--- config.mk ---
export PLATFORM = sky130hd
export DESIGN_NAME = data_mem_responder
export DESIGN_NICKNAME = d
export VERILOG_FILES = /design/src/rtl/data_mem_responder.sv
export SDC_FILE = /design/constraint.sdc
export NUM_CORES = 2
export LEC_CHECK = 0
export CORE_MARGIN = 3
export CORE_UTILIZATION = 50
export CTS_CLUSTER_DIAMETER = 100
export DETAILED_ROUTE_END_ITERATION = 10
export PLACE_DENSITY = 0.66
export SETUP_SLACK_MARGIN = 0.3
export SLEW_MARGIN = 20
export SYNTH_ARGS = -nofsm -noshare
export SYNTH_HDL_FRONTEND = slang
export SYNTH_SLANG_ARGS = --single-unit
--- constraint.sdc ---
create_clock -name clk -period 108.1 [get_ports clk]
set_input_delay 21.62 -clock clk [delete_from_list [all_inputs] [get_ports clk]]
set_output_delay 21.62 -clock clk [all_outputs]
set_load 0.01 [all_outputs]
--- src/rtl/data_mem_responder.sv ---
// data_mem_responder: data-memory responder at the far end of the pipeline memory port.
// Accepts one load/store at a time and completes it `latency` cycles after accept.
// It answers with a one-cycle mem_in_done pulse and a registered load_data.
// Ports: clk, rst (async, active-high), mem_addr/mem_data (request address/data),
//        load_flag/store_flag (request), mem_in_done (completion pulse),
//        load_data (load result), err_cnt (only when DMEM_ERR_CNT_EN is defined).
// Optional feature macro: DMEM_ERR_CNT_EN adds a saturating 8-bit error counter.
// It counts accepted requests that have both flags set or an address above the array range.
module data_mem_responder #(
  parameter int register_width = 32,
  parameter int depth          = 32,
  parameter int addr_bits      = 5,
  parameter int latency        = 2
) (
  input  logic                      clk,
  input  logic                      rst,
  input  logic [register_width-1:0] mem_addr,
  input  logic [register_width-1:0] mem_data,
  input  logic                      load_flag,
  input  logic                      store_flag,
  output logic                      mem_in_done,
`ifdef DMEM_ERR_CNT_EN
  output logic [7:0]                err_cnt,
`endif
  output logic [register_width-1:0] load_data
);

  typedef enum logic [1:0] {IDLE, BUSY, DONE} state_t;

  localparam logic [3:0] CNT_INIT = 4'(latency - 1);

  state_t                      state_q, state_d;
  logic [3:0]                  cnt_q, cnt_d;
  logic [addr_bits-1:0]        idx_q, idx_d;
  logic [register_width-1:0]   data_q, data_d;
  logic                        store_q, store_d;
  logic [register_width-1:0]   load_data_q, load_data_d;
  logic                        done_q, done_d;
  logic [register_width-1:0]   mem_q [depth];
  logic [register_width-1:0]   mem_d [depth];
  logic                        accept;

  // Upper address bits only matter to the optional error counter.
  logic unused_addr_hi;
  assign unused_addr_hi = ^mem_addr[register_width-1:addr_bits];

  assign accept = (state_q == IDLE) && (load_flag || store_flag);

  always_comb begin
    state_d     = state_q;
    cnt_d       = cnt_q;
    idx_d       = idx_q;
    data_d      = data_q;
    store_d     = store_q;
    load_data_d = load_data_q;
    done_d      = 1'b0;
    mem_d       = mem_q;
    case (state_q)
      IDLE: begin
        if (accept) begin
          idx_d   = mem_addr[addr_bits-1:0];
          data_d  = mem_data;
          store_d = store_flag;  // store wins when both flags are high
          cnt_d   = CNT_INIT;
          state_d = BUSY;
        end
      end
      BUSY: begin
        if (cnt_q != 4'd0) begin
          cnt_d = cnt_q - 4'd1;
        end else begin
          // Access happens on the same edge that enters DONE.
          state_d = DONE;
          done_d  = 1'b1;
          if (store_q) mem_d[idx_q] = data_q;
          else         load_data_d  = mem_q[idx_q];
        end
      end
      DONE: begin
        state_d = IDLE;
      end
      default: begin
        state_d = IDLE;
      end
    endcase
  end

  always_ff @(posedge clk or posedge rst) begin
    if (rst) begin
      state_q     <= IDLE;
      cnt_q       <= 4'd0;
      idx_q       <= '0;
      data_q      <= '0;
      store_q     <= 1'b0;
      load_data_q <= '0;
      done_q      <= 1'b0;
      for (int i = 0; i < depth; i++) mem_q[i] <= '0;
    end else begin
      state_q     <= state_d;
      cnt_q       <= cnt_d;
      idx_q       <= idx_d;
      data_q      <= data_d;
      store_q     <= store_d;
      load_data_q <= load_data_d;
      done_q      <= done_d;
      for (int i = 0; i < depth; i++) mem_q[i] <= mem_d[i];
    end
  end

  assign mem_in_done = done_q;
  assign load_data   = load_data_q;

`ifdef DMEM_ERR_CNT_EN
  logic [7:0] err_cnt_q, err_cnt_d;
  logic       req_err;

  // One increment per request, even when both error conditions hold.
  assign req_err = (load_flag && store_flag) ||
                   (mem_addr[register_width-1:addr_bits] != '0);

  always_comb begin
    err_cnt_d = err_cnt_q;
    if (accept && req_err && (err_cnt_q != 8'hFF)) err_cnt_d = err_cnt_q + 8'd1;
  end

  always_ff @(posedge clk or posedge rst) begin
    if (rst) err_cnt_q <= 8'd0;
    else     err_cnt_q <= err_cnt_d;
  end

  assign err_cnt = err_cnt_q;
`endif

endmodule

==> results.yml <==
status:
  status: "finished, final reports clean"
drt:
  viasPerCell: 6.28
  first_iter_violations: 2442
  ant_nets: 0
  wl_um: 137000
  drc: 0
  wl_per_cell_um: 30.0
  dr.pass1.iters: 5
  vias: 28800
worst_setup_path:
  r2r_slack_ns: 103.46
  critPathSlowestCell: "buf_4"
  slowest_delay_ns: 0.90
  critPathRequiredTime_ns: 108.76
  crit_type: "in -> async"
  cp_top_family: "buffers and inverters"
  worst-path-max-fanout: 102
  critical_path.startpoint: "rst"
  worst_r2r_startpoint: "idx_q[0]"
  crit_buf_inv: 5
  worstPathCellList: "clkdlybuf4s50_1 > inv_8 > buf_4 > buf_4 > buf_4"
  crit_path_end_kind: "asynchronous set/reset pin"
  cp_common_cell: "buf_4"
  startpoint_type: "input pin"
  arrival_ns: 25.53
sta:
  maxSlewHeadroom_pct: 23.7
  worst_slack_ns: 83.23
  period_minus_slack_ns: 24.87
  setup_viol: 0
  period_share_pct: 23.0
  fin_skew_ns: 0.0156
  hold_viol: 0
  fmax_ghz: 0.0402
  slew_violations: 0
  grt_setup_unrepaired: "no"
  worst_pin_slew_ns: 1.14
  fin_setup_tns_ns: 0
synth:
  synthesis.nets: 3316
  avgSynthCellArea_sq_um: 15.1
  synth-main-ff-cell: "dfrtp_1"
  synth_top_area_share_pct: 56.1
  synth_edf_count: 0
  synthCells: 3246
  ys_warn_count: 0
  ys_seq_area_share_pct: 56.1
  synthTopCellsByArea: "dfrtp_1, mux2_2, mux4_2"
  ys_ff_latch: 1101
  syn-cell-area_sq_um: 49100
  ys_async_sr_fraction_pct: 100
  yosysTopAreaCell: "dfrtp_1"
  synth_cell_types: 53
floorplan:
  num_rows: 114
  start_util_pct: 50.6
  die_area_sq_um: 102000
  coreArea_sq_um: 97000
  io_pins: 101
  die_x_um: 319
  die_h_um: 319
power:
  power_per_cell_area_nw_per_um2: 27.7
  power.static_leakage_uw: 0.0262
  irDropWorstVdd_v: 0.0000231
  total_power_uw: 1520
cts:
  cts_root_buf: "clkbuf_16"
  cts_setup_buffers: 0
  ctsLongestPathBuffers: 3
  hold_buffers: 0
  cts.clk_slew.worst_paths_ns: 0.06
  cts_resized: 0
  clk_latency_ns: 0.69
  cts_buffers: 118
  cts.sinks: 1101
  cts_tree: "done"
  h-tree-depth: 3
global_routing:
  grtUsageMet1_pct: 37.4
  grt_pass1_wl_um: 206000
  gr-max-usage-layer: "met2"
  grt_use_met2_pct: 45.0
  grt-ovfl-total: 0
  track_usage_pct: 27.3
  grt_pass1_vias: 31000
  antenna_found_initial: 0
  grt_util_met3_pct: 4.29
  grt_max_degree: 171
layout:
  instances_no_fill: 4582
  seq_area_sq_um: 27600
  drive_gt1_share_pct: 45.3
  fillerInstances: 7533
  layout_commonest_cell: "dfrtp_1"
  multi_input_area_sq_um: 20400
  diodes: 0
  area_growth_pct: 11.6
  final_area_sq_um: 54800
  layout_common_cells: "dfrtp_1, mux2_2, mux2i_1, mux4_2, clkbuf_16"
  num-nets-final: 3283
placement:
  dpl_worst_slack_ns: 82.47
  post_dp_cell_area_sq_um: 50900
  port_buffers: 73
  placedCellCount: 4368
  globalplace.congestion: 0.786
  dp_hpwl_um: 79300
worst_hold_path:
  hold_class: "reg -> reg"
  min_from: "mem_q[520]"
flow_run:
  max_cap_violations: 0
==> worst paths after layout <==
kind / end / cells past startpoint
hold reg to reg: mem_q[520] / 1
max in group clk: load_data[22] / 1
min in group asynchronous: mem_q[856] / 2
hold / removal: mem_q[520] / 1
setup / recovery: mem_q[969] / 5
setup reg to reg: mem_q[697] / 6
==> kinds of logic (layout without fill, tap and decap cells) <==
kind of cell | after synthesis | after routing | synth area share, %
adders and majority gates | 2 | 2 | 0.0509
AOI/OAI and AO/OA | 210 | 210 | 3.04
and+or+nand+nor | 199 | 199 | 2.18
xor gates and xnor gates | 2 | 2 | 0.0357
DFF | 1101 | 1101 | 56.1
buffers and inverters | 308 | 368 | 3.00
muxes | 1424 | 1424 | 35.6
==> through the flow <==
| step | utilization [%] | hold WS (ns) |
|---|---|---|
| 2_1_floorplan | - | 0.452 |
| 3_5_place_dp | 52.4 | 0.469 |
| 5_1_grt | 56.5 | 0.503 |
| 3_3_place_gp | 52.4 | 0.462 |
| 6_report | 56.5 | 0.483 |
| 4_1_cts | 56.5 | 0.482 |
==> where the power goes <==
| group | internal [uW] | switching [uW] | total (uW) |
|---|---|---|---|
| Combinational | 223 | 199 | 422 |
| Sequential | 557 | 136 | 693 |
| Clock | 242 | 164 | 406 |
==> synthesized netlist by cell type (2+ instances only) <==
cell type  count
mux2i_1      207
o221ai_1       5
nor3b_1        3
nor2b_1        2
nor4_1         9
mux4_2       152
nor3_1        16
a22o_1        21
nand2_1       47
nand4_4        2
nand4bb_1      5
a211oi_1       4
nand3_1        3
a221oi_1       9
mux2_2      1024
ha_1           2
inv_1          6
a22oi_1       38
and3_1        13
a21oi_1        6
nand4_1        2
nor2_2         9
clkbuf_1     131
dfrtp_1     1101
mux2_1        41
buf_1          3
a31oi_1       25
or4b_2         3
nand2b_1       3
nand4b_1       3
o22ai_1       83
or4_1          5
buf_2        122
o2111ai_1      4
xor2_1         2
buf_4         44
nor2_1        59
a41oi_1        8
a2111oi_0      5
and2_1         6
==> area by class of cell <==
class                      count  area share (%)
clock buffer                 174            6.41
clock inverter                39           0.753
inverter                       7          0.0616
multi-input combinational   1837            37.1
sequential                  1101            50.3
tap                         1276            2.91
timing repair buffer         148            2.46
==> routing by layer <==
| metal | part of all wire (%) | up-vias |
|---|---|---|
| met3 | 5.2 | 253 |
| met1 | 43 | 15700 |
| met2 | 48 | 811 |
| met4 | 3.4 | 0 |
| li1 | - | 12000 |
| met5 | 0 | - |
==> sequential cells by signal, indices dropped and copies added, names as in the netlist <==
name	flops
mem_q	1024
store_q	1
state_q	2
idx_q	5
cnt_q	4
load_data	32
data_q	32
mem_in_done	1
Note: power is estimated with default switching activity, not from simulation.
